--- src/rtl/lo_pkg.sv ---
// Shared LO definitions for the fs/4 down-mixer (lo_demod) and the up-mixer.
// Contents:
//   SAMPLE_W      sample width of the mixer datapath
//   TERM_W        width of one product term (one extra bit so that negating
//                 the most negative sample is exact)
//   lo_code_t     2-bit LO code, LO_ZERO / LO_POS / LO_NEG (2'b11 unused)
//   lo_apply()    multiply a sample by an LO code (+1, -1 or 0)
package lo_pkg;

    localparam int SAMPLE_W = 20;
    localparam int TERM_W   = SAMPLE_W + 1;

    typedef logic [1:0] lo_code_t;

    localparam lo_code_t LO_ZERO = 2'b00;
    localparam lo_code_t LO_POS  = 2'b01;
    localparam lo_code_t LO_NEG  = 2'b10;

    function automatic logic signed [TERM_W-1:0] lo_apply(
        input lo_code_t                   code,
        input logic signed [SAMPLE_W-1:0] s
    );
        logic signed [TERM_W-1:0] ext;
        ext = {s[SAMPLE_W-1], s};
        case (code)
            LO_POS:  lo_apply = ext;
            LO_NEG:  lo_apply = -ext;
            default: lo_apply = '0;
        endcase
    endfunction

endpackage

--- src/rtl/lo_seq.sv ---
// fs/4 LO sequencer: 2-bit phase counter plus I/Q LO code decode.
// Ports:
//   clk, rst   clock and synchronous active-high reset (phase -> 0)
//   advance    step the phase by one (wraps 3 -> 0)
//   lo_i       I-path LO code for the current phase: +1, 0, -1, 0
//   lo_q       Q-path LO code for the current phase:  0,+1, 0, -1
module lo_seq
    import lo_pkg::*;
(
    input  logic     clk,
    input  logic     rst,
    input  logic     advance,
    output lo_code_t lo_i,
    output lo_code_t lo_q
);

    logic [1:0] phase;

    always_ff @(posedge clk) begin
        if (rst) begin
            phase <= 2'd0;
        end else if (advance) begin
            phase <= phase + 2'd1;
        end
    end

    always_comb begin
        lo_i = LO_ZERO;
        lo_q = LO_ZERO;
        case (phase)
            2'd0: lo_i = LO_POS;
            2'd1: lo_q = LO_POS;
            2'd2: lo_i = LO_NEG;
            2'd3: lo_q = LO_NEG;
            default: ;
        endcase
    end

endmodule

--- src/rtl/lo_demod.sv ---
// fs/4 quadrature down-converter with integrate-and-dump.
// Each consumed sample is multiplied by the I and Q LO codes and added to
// the I/Q accumulators; every N = 2^LOG2_N samples the sums are scaled by
// 2^-(LOG2_N-1) (floor), presented on i_o/q_o with a valid/ready handshake,
// and the accumulators restart from zero.
// Ports:
//   clk, rst      clock, synchronous active-high reset
//   en_i          block enable; low holds all sample-path state
//   mix_i         signed mixed input sample, mix_valid_i qualifies it
//   out_ready_i   downstream accepts the current result
//   i_o, q_o      signed baseband result, out_valid_o marks it unconsumed
//   overrun_o     sticky: an unconsumed result was overwritten
//   lo_o          I-path LO code for the current phase (debug)
module lo_demod
    import lo_pkg::*;
#(
    parameter int LOG2_N = 6
) (
    input  logic                       clk,
    input  logic                       rst,
    input  logic                       en_i,
    input  logic signed [SAMPLE_W-1:0] mix_i,
    input  logic                       mix_valid_i,
    input  logic                       out_ready_i,
    output logic signed [SAMPLE_W-1:0] i_o,
    output logic signed [SAMPLE_W-1:0] q_o,
    output logic                       out_valid_o,
    output logic                       overrun_o,
    output logic [1:0]                 lo_o
);

    localparam int ACC_W = TERM_W + LOG2_N;

    // Floor scaling of a completed dump. The result is known to fit in
    // SAMPLE_W bits, so the upper bits are simply dropped.
    function automatic logic signed [SAMPLE_W-1:0] dump_scale(
        input logic signed [ACC_W-1:0] v
    );
        logic signed [ACC_W-1:0] sh;
        sh = v >>> (LOG2_N - 1);
        return sh[SAMPLE_W-1:0];
    endfunction

    lo_code_t                  lo_i, lo_q;
    logic                      consume, last, load;
    logic [LOG2_N-1:0]         cnt;
    logic signed [TERM_W-1:0]  term_i, term_q;
    logic signed [ACC_W-1:0]   acc_i, acc_q, sum_i, sum_q;

    assign consume = en_i & mix_valid_i;
    assign last    = &cnt;
    assign load    = consume & last;

    lo_seq u_lo_seq (
        .clk     (clk),
        .rst     (rst),
        .advance (consume),
        .lo_i    (lo_i),
        .lo_q    (lo_q)
    );

    assign lo_o   = lo_i;
    assign term_i = lo_apply(lo_i, mix_i);
    assign term_q = lo_apply(lo_q, mix_i);
    assign sum_i  = acc_i + {{LOG2_N{term_i[TERM_W-1]}}, term_i};
    assign sum_q  = acc_q + {{LOG2_N{term_q[TERM_W-1]}}, term_q};

    always_ff @(posedge clk) begin
        if (rst) begin
            cnt         <= '0;
            acc_i       <= '0;
            acc_q       <= '0;
            i_o         <= '0;
            q_o         <= '0;
            out_valid_o <= 1'b0;
            overrun_o   <= 1'b0;
        end else begin
            if (consume) begin
                // cnt wraps to zero by itself after N-1
                cnt <= cnt + 1'b1;
                if (last) begin
                    acc_i <= '0;
                    acc_q <= '0;
                    i_o   <= dump_scale(sum_i);
                    q_o   <= dump_scale(sum_q);
                end else begin
                    acc_i <= sum_i;
                    acc_q <= sum_q;
                end
            end

            if (load) begin
                out_valid_o <= 1'b1;
            end else if (out_ready_i) begin
                out_valid_o <= 1'b0;
            end

            if (load && out_valid_o && !out_ready_i) begin
                overrun_o <= 1'b1;
            end
        end
    end

endmodule

--- config.mk ---
export PLATFORM = sky130hd
export DESIGN_NAME = lo_demod
export DESIGN_NICKNAME = d
export VERILOG_FILES = /design/src/rtl/lo_pkg.sv /design/src/rtl/lo_seq.sv /design/src/rtl/lo_demod.sv
export SDC_FILE = /design/constraint.sdc
export NUM_CORES = 1
export LEC_CHECK = 0
export ABC_CLOCK_PERIOD_IN_PS = 7500
export CAP_MARGIN = 10
export CORE_ASPECT_RATIO = 0.5
export CORE_UTILIZATION = 58
export DETAILED_ROUTE_END_ITERATION = 6
export PLACE_DENSITY = 0.89
export RECOVER_POWER = 100
export SLEW_MARGIN = 20
export SYNTH_ARGS = -nofsm -noshare
export SYNTH_HDL_FRONTEND = slang
export SYNTH_HIERARCHICAL = 1
export SYNTH_SLANG_ARGS = --single-unit
--- constraint.sdc ---
create_clock -name clk -period 7.5 [get_ports clk]
set_input_delay 1.125 -clock clk [delete_from_list [all_inputs] [get_ports clk]]
set_output_delay 1.125 -clock clk [all_outputs]
set_load 0.01 [all_outputs]
After elaboration in Yosys (flattened, before gate mapping)
Cells that the tools add are included.
Cells by class
  equality and inequality tests: 7
  bitwise logic cells: 2
  reduce and logical (&&, ||, !) cells: 7
  multiplexer cells: 8
  $add $sub $neg: 5
Operators with widths (count)
  one-hot mux 21 bit (2 select lines): 2
  adder 27 bit: 2
  2-to-1 mux 27 bit: 2
  negation 20 -> 21 bit: 1
  == test 2 bit, second input constant: 4
  one-hot mux 2 bit (2 select lines): 2
  AND reduction 7 bit: 1
  adder 6 x 1 -> 6 bit, second input constant: 1
  == test 2 x 1 -> 1 bit, second input constant: 3
  AND reduction 6 bit: 1
  adder 2 x 1 -> 2 bit, second input constant: 1
  bitwise AND 1 bit: 2
  logical AND 1 bit: 2
  logical NOT 2 bit: 1
  2-to-1 mux 1 bit: 2
  nonzero test 2 bit: 1
  logical NOT 1 bit: 1
Word-level totals
  bits in registers: 104
  output and inout bits: 44
  logic and storage cells: 37

Logic depth before layout (Yosys ltp)
Gate-level depths: netlist of the first run.
  depth after elaboration: 6
  gate-level depth with buffers: 20

Hierarchy
The synthesis of the first run kept the hierarchy.
By module, submodules not included
  lo_demod: seq. area each 1961.9 um2, cells an instance 905, area each 6911.6 um2, instances 1
  lo_seq: seq. area each 40.0 um2, cells an instance 12, area each 123.9 um2, instances 1

Worst setup path after synthesis of the first run
No wires, ideal clock.
  path kind: input port to flip-flop
  from: input port mix_i[0]
  to: register q_o[16]
  setup time: 0.060 ns
  buffers on the path: 1
  path slack: 1.959 ns
  cell stages on the path: 20
  required time: 7.440 ns
  arrival: 5.481 ns
  path through: inv_1 > ha_1 > or3b_1 > buf_2 > nor3_1 > nand2_1 > nor3_1 > nor3b_1 > xnor2_1 > a22oi_1 > nor2_1 > ha_1 > nand4_1 > nor2_1 > and3_2 > a22o_1 > o31a_1 > or4_4 > a2111oi_2 > a311o_1
On the way
  cells in the longest elaborated chain, start to end: 3
RTL lines
  start, declared: RTL line lo_demod.sv:22  | input logic signed [SAMPLE_W-1:0] mix_i,
  negation 20 -> 21 bit: RTL line lo_pkg.sv:27  | LO_NEG: lo_apply = -ext;
  one-hot mux 21 bit (2 select lines) (*): RTL line lo_pkg.sv:25  | case (code)
  adder 27 bit (*): RTL line lo_demod.sv:66  | assign sum_q = acc_q + {{LOG2_N{term_q[TERM_W-1]}}, term_q};
  end signal, assigned: RTL line lo_demod.sv:85  | q_o <= dump_scale(sum_q);
  end, declared: RTL line lo_demod.sv:26  | output logic signed [SAMPLE_W-1:0] q_o,
Every way passes the cells marked *; elsewhere a longest branch is shown, timed or not.
A chain may end at the register's enable or synchronous reset.

Final worst setup path of the first run
Same ends and word-level chain as after synthesis.

==> impl_metrics.env, run 1 <==
export IMPL_outcome="complete, but fails checks"
export IMPL_violations="max-capacitance violations, max-slew violations"
export IMPL_dieArea_um2=12600
export IMPL_fin_crit_sh=0.874
export IMPL_cts_htree_levels=3
export IMPL_ir_worst_vdd_mv=0.115
export IMPL_grt_max_degree=55
export IMPL_end_kind="flip-flop"
export IMPL_ys_types=66
export IMPL_reg2reg_depth=15
export IMPL_busiest_layer="met2"
export IMPL_setup_violations=0
export IMPL_crit_buf_inv=2
export IMPL_wl_per_cell_um=16.3
export IMPL_cts_buffer_depth=2
export IMPL_critical_path_class="in2reg"
export IMPL_worstPathRequired_ns=7.79
export IMPL_slowest_stage="dlygate4sd3_1"
export IMPL_rsz0062_at_grt="no"
export IMPL_holdWs_ns=0.453
export IMPL_gp_congestion=0.946
export IMPL_start_util=0.596
export IMPL_worstMarginPinSlew_ns=2.27
export IMPL_core_area_um2=11800
export IMPL_avgSynthCellArea_um2=7.67
export IMPL_grt_use_total=0.292
export IMPL_hold_path_class="reg2reg"
export IMPL_maxSlewHeadroom=-0.512
export IMPL_syn2layout_area_growth_pct=14.3
export IMPL_worstReg2RegStart="u_lo_seq/phase[1]"
export IMPL_synth_seq_cells=100
export IMPL_drt_iter0_drc=591
export IMPL_cts_tree="done"
export IMPL_ys_warn_count=6
export IMPL_met3_usage=0.0423
export IMPL_insertion_delay_ns=0.35
export IMPL_worstPathArrival_ns=6.85
export IMPL_antenna_found_initial=0
export IMPL_post_cts_repair_setup_buffers=0
export IMPL_period_needed_ns=6.55
export IMPL_fin_tns_setup_ns=0
export IMPL_cts_resized=0
export IMPL_p_leak_uw=0.00338
export IMPL_synth_edff_count=0
export IMPL_io_buffers=68
export IMPL_std_cell_rows=28
export IMPL_antenna_cells=0
export IMPL_hold_path_startpoint="i_o[9]"
export IMPL_placed_cell_area_um2=7790
export IMPL_critPathMaxFanout=6
export IMPL_cp_slowest_stage_delay_ns=0.57
export IMPL_grt_overflow=0
export IMPL_io_pins=69
export IMPL_met1_usage=0.394
export IMPL_r2r_end="q_o[17]"
export IMPL_grtUsageMet2=0.482
export IMPL_synth_nets=994
export IMPL_vias_per_cell=6.21
export IMPL_async_flop_share=0
export IMPL_drt_total_wl_um=18300
export IMPL_grt_pass1_wl_um=29700
export IMPL_grt_pass1_vias=6262
export IMPL_final_core_util=0.681
export IMPL_remaining_drc_errors=0
export IMPL_nets=1026
export IMPL_drt_pass1_iter_count=5
export IMPL_synthFlopType="dfxtp_1"
export IMPL_slew_viol_final=134
export IMPL_crit_family="simple AND/OR/NAND/NOR gates"
export IMPL_timing_final_hold_violations=0
export IMPL_fmax_ghz=0.153
export IMPL_die_x_um=158
export IMPL_drtAntennaViolNets=0
export IMPL_synth_cell_area_um2=7040
export IMPL_holdBufCountCts=0
export IMPL_cap_violations=4
export IMPL_min_delay_path_depth=2
export IMPL_powerDensity_nw_per_um2=157
export IMPL_startpoint_type="primary input"
export IMPL_r2r_slack_ns=2.50
export IMPL_fin_area_um2=8040
export IMPL_numCtsBuffers=9
export IMPL_dp_hpwl_um=12700
export IMPL_clock_skew_ns=0.00963
export IMPL_clkTransAtPathRegs_ns=0.07
export IMPL_worstPathCellList="dlygate4sd3_1 > inv_1 > ha_1 > or3b_1 > nor3_1 > nand2_1 > nor3_1 > nor3b_1 > xnor2_1 > a22oi_1 > nor2_1 > ha_1 > nand4_1 > nor2_1 > and3_2 > a22o_1 > o31a_1 > or4_1 > a2111oi_0 > a311o_1"
export IMPL_synthCells=917
export IMPL_ys_seq_area_frac=0.285
export IMPL_dieHeight_um=79.9
export IMPL_numClockSinks=100
export IMPL_cts_root_buffer="clkbuf_16"
export IMPL_drive_gt1_frac=0.0461
export IMPL_min_to="i_o[9]"
export IMPL_via_count=6950
sequential cells by signal (all words and copies together), names as in the netlist:
register	count
acc_i	25
acc_q	25
cnt	6
i_o	20
out_valid_o	1
overrun_o	1
q_o	20
u_lo_seq/phase	2
cell families after synthesis:
family	synth area share
flops	0.285
fa+ha+maj	0.0946
compound gates	0.258
mux	0.0114
simple gates	0.234
xor+xnor	0.0660
buf+inv	0.0523
synthesized netlist by cell type (7+ instances only):
cell type  number  area, um2
dfxtp_1       100       2000
or3_1          18        113
nor2b_1         9       56.3
nor3b_1        13       97.6
o21a_1          7       52.6
nor4_1          8       50.1
nor2_1        116        435
a31oi_1        14       87.6
a21o_1         31        233
xnor2_1        38        333
a21oi_1        78        390
nand2_1        74        278
xor2_1         15        131
inv_1          39        146
a22oi_1        48        360
nand3_1        13       65.1
nor3_1         40        200
nand4_1         8       50.1
and3_1         11       68.8
a211o_1         7       61.3
o21ai_0        34        170
a22o_1          9       78.8
clkbuf_1       49        184
ha_1           50        626
mux2i_1         8       80.1
where the power goes:
part / total (uW) / switching, uW / leakage, uW / internal (uW)
Clock: 453 / 222 / 0.000142 / 231
Combinational: 260 / 158 / 0.00243 / 101
Sequential: 552 / 9.73 / 0.000808 / 543
through the flow:
stage          worst slack (ns)  cells  power, uW
6_report                  0.947   1119       1270
5_1_grt                   0.497   1119       1320
4_1_cts                    1.26   1119       1270
3_5_place_dp              0.967   1103        817
3_3_place_gp               1.20   1103        807
2_1_floorplan              1.96    917        753
layout by cell type, fill, tap and decap left out, types with 13 or more instances in the layout:
master / n
nor2_1: 114
dfxtp_1: 100
a21oi_1: 78
nand2_1: 74
ha_1: 50
a22oi_1: 48
dlygate4sd3_1: 46
nor3_1: 41
inv_1: 39
xnor2_1: 38
o21ai_0: 34
a21o_1: 31
clkdlybuf4s50_1: 21
or3_1: 18
xor2_1: 15
nor3b_1: 13
a31oi_1: 13
nand3_1: 13
tightest hold or removal path: stages (launching register included):
cell and delay (ns):
dfxtp_1 0.31, nand2_1 0.05, a21oi_1 0.05
area by class of cell:
type,instances,area (um2)
Inverter,41,154
Clock inverter,7,60.1
Fill cell,957,3770
Clock buffer,9,225
Tap cell,165,206
Sequential cell,100,2000
Multi-Input combinational cell,720,4660
Timing Repair Buffer,77,734
worst max-delay path by stage:
stage / start / endpoint / slack [ns] / cells past startpoint
4_1_cts: mix_i[1] / q_o[16] / 1.26 / 20
3_5_place_dp: mix_i[1] / q_o[16] / 0.97 / 20
6_report: mix_i[0] / q_o[16] / 0.95 / 20
5_1_grt: mix_i[2] / q_o[17] / 0.50 / 17
2_1_floorplan: mix_i[0] / q_o[16] / 1.96 / 20
3_3_place_gp: mix_i[0] / q_o[16] / 1.20 / 20
metal layers:
layer / part of all wire / routed length (um)
met4: 0.017 / 307
met1: 0.46 / 8340
met2: 0.46 / 8370
met3: 0.069 / 1250
met5: 0 / 0
Note: power is estimated with default switching activity, not from simulation.
==> run 2, diff against run 1 <==
--- a/config.mk
+++ b/config.mk
@@ -8,9 +8,9 @@
 export ABC_CLOCK_PERIOD_IN_PS = 7500
 export CAP_MARGIN = 10
 export CORE_ASPECT_RATIO = 0.5
-export CORE_UTILIZATION = 58
+export CORE_UTILIZATION = 35
 export DETAILED_ROUTE_END_ITERATION = 6
-export PLACE_DENSITY = 0.89
+export PLACE_DENSITY = 0.61
 export RECOVER_POWER = 100
 export SLEW_MARGIN = 20
 export SYNTH_ARGS = -nofsm -noshare
==> constraint.sdc (replaced) <==
create_clock -name clk -period 7.5 [get_ports clk]
set_input_delay 1.5 -clock clk [delete_from_list [all_inputs] [get_ports clk]]
set_output_delay 1.5 -clock clk [all_outputs]
set_load 0.01 [all_outputs]
==> run 2 against run 1 <==
Compared with the run above:
- the flow still finishes with violations (max-capacitance violations, max-slew violations)
- worst hold slack worse by 0.00082 ns
- clock skew is 0.0027 ns higher
- combinational power is 2% lower
- first-iteration DRC count is 40% lower
- worst setup slack worse by 0.21 ns
- fmax is 3.1% lower
- critical path depth stayed put
- register-to-register slack better by 0.18 ns
- sequential power hardly changed
- wire length is 1.6% higher
- critical path type unchanged
- highest routed layer unchanged
==> impl_metrics.env, run 2 (same netlist as run 1, synthesis figures left out) <==
export IMPL_fmax_ghz=0.148
export IMPL_worstReg2RegStart="u_lo_seq/phase[0]"
export IMPL_io_pins=69
export IMPL_clkTransAtPathRegs_ns=0.08
export IMPL_end_kind="flip-flop"
export IMPL_final_core_util=0.418
export IMPL_p_leak_uw=0.00338
export IMPL_dieArea_um2=20700
export IMPL_powerDensity_nw_per_um2=158
export IMPL_drt_total_wl_um=18600
export IMPL_fin_tns_setup_ns=0
export IMPL_antenna_found_initial=0
export IMPL_antenna_cells=0
export IMPL_cts_resized=0
export IMPL_setup_violations=0
export IMPL_fillers=2011
export IMPL_drt_pass1_iter_count=5
export IMPL_syn2layout_area_growth_pct=16.5
export IMPL_hold_path_class="reg2reg"
export IMPL_r2r_slack_ns=2.68
export IMPL_grt_max_degree=54
export IMPL_holdBufCountCts=0
export IMPL_worstPathRequired_ns=7.80
export IMPL_outcome="complete, but fails checks"
export IMPL_cts_buffer_depth=2
export IMPL_grt_pass1_vias=6070
export IMPL_violations="max-capacitance violations, max-slew violations"
export IMPL_nets=1026
export IMPL_clock_skew_ns=0.0123
export IMPL_fin_crit_sh=0.901
export IMPL_wl_per_cell_um=15.2
export IMPL_period_needed_ns=6.76
export IMPL_min_delay_path_depth=2
export IMPL_ir_worst_vdd_mv=0.0928
export IMPL_holdWs_ns=0.452
export IMPL_dieHeight_um=102
export IMPL_cts_tree="done"
export IMPL_worstPathArrival_ns=7.06
export IMPL_r2r_end="q_o[17]"
export IMPL_hold_path_startpoint="q_o[14]"
export IMPL_final_common_cell="nor2_1"
export IMPL_grt_use_total=0.181
export IMPL_vias_per_cell=5.42
export IMPL_std_cell_rows=36
export IMPL_drtAntennaViolNets=0
export IMPL_timing_final_hold_violations=0
export IMPL_post_cts_repair_setup_buffers=0
export IMPL_reg_largest_list="acc_i: 25 flops, acc_q: 25 flops"
export IMPL_die_x_um=203
export IMPL_final_cell_mix="nor2_1, dfxtp_1, a21oi_1"
export IMPL_core_area_um2=19600
export IMPL_remaining_drc_errors=0
export IMPL_critPathMaxFanout=6
export IMPL_slew_viol_final=86
export IMPL_start_util=0.359
export IMPL_via_count=6614
export IMPL_min_to="q_o[14]"
export IMPL_maxSlewHeadroom=-0.242
export IMPL_grt_overflow=0
export IMPL_io_buffers=68
export IMPL_critical_path_class="in2reg"
export IMPL_drive_gt1_frac=0.0472
export IMPL_worstMarginPinSlew_ns=1.86
export IMPL_reg2reg_depth=14
export IMPL_insertion_delay_ns=0.35
export IMPL_numClockSinks=100
export IMPL_startpoint_type="primary input"
export IMPL_drt_iter0_drc=357
export IMPL_dp_hpwl_um=13400
export IMPL_gp_congestion=0.931
export IMPL_grt_pass1_wl_um=30400
export IMPL_numCtsBuffers=9
export IMPL_rsz0062_at_grt="no"
export IMPL_cts_htree_levels=3
export IMPL_cap_violations=3
export IMPL_cts_root_buffer="clkbuf_16"
==> run 2: cell types whose count changed in the layout (fill, tap and decap cells not counted), sizes merged <==
| cell | before | now |
|---|---|---|
| bufinv | 0 | 1 |
| clkbuf | 12 | 13 |
| clkinv | 6 | 3 |
| clkinvlp | 0 | 2 |
| inv | 42 | 41 |
==> run 2: worst max-delay path by stage <==
stage,startpoint,end,slack [ns],cells past startpoint
finish,mix_i[1],q_o[16],0.74,20
global route,mix_i[1],q_o[16],0.24,20
CTS,mix_i[1],q_o[16],0.92,20
detailed placement,mix_i[1],q_o[16],0.57,20
global placement,mix_i[0],i_o[16],0.74,20
floorplan,mix_i[0],q_o[16],1.58,20
==> run 2: area by class of cell <==
cell class | instances | area [um2] | share of cell area
Inverter | 41 | 154 | 0.0188
Sequential cell | 100 | 2000 | 0.244
Tap cell | 266 | 333 | 0.0406
Clock buffer | 10 | 229 | 0.0279
Clock inverter | 6 | 71.3 | 0.00870
Multi-Input combinational cell | 720 | 4670 | 0.570
Timing Repair Buffer | 77 | 734 | 0.0896
==> run 2: critical path: stages <==
cell and delay (ns):
dlygate4sd3_1 0.62, inv_1 0.09, ha_1 0.22, or3b_1 0.48
nor3_1 0.41, nand2_1 0.19, nor3_1 0.38, nor3b_1 0.42
xnor2_1 0.11, a22oi_1 0.14, nor2_1 0.06, ha_1 0.38
nand4_1 0.13, nor2_1 0.08, and3_2 0.21, a22o_1 0.25
o31a_1 0.35, or4_1 0.51, a2111oi_2 0.39, a311o_1 0.15
==> run 2: through the flow <==
stage	cells	setup slack, ns	area (um2)	total power (uW)
final	1220	0.740	8190	1300
after global routing	1220	0.240	8190	1360
after CTS	1220	0.920	8210	1310
after detailed placement	1204	0.571	7910	820
after global placement	1204	0.743	7910	816
after floorplan	917	1.58	7040	753
==> run 2: where the power goes <==
part	internal (uW)	switching, uW
Sequential	543	9.25
Combinational	101	155
Clock	262	225
Total	906	389
==> run 2: per-layer routing <==
metal  up-vias  GRT usage  wire [um]
met5         -          0          0
met4         0     0.0266         89
met3         8     0.0319        657
met2       102      0.296       8150
met1      3131      0.253       9680
li1       3373          -          -
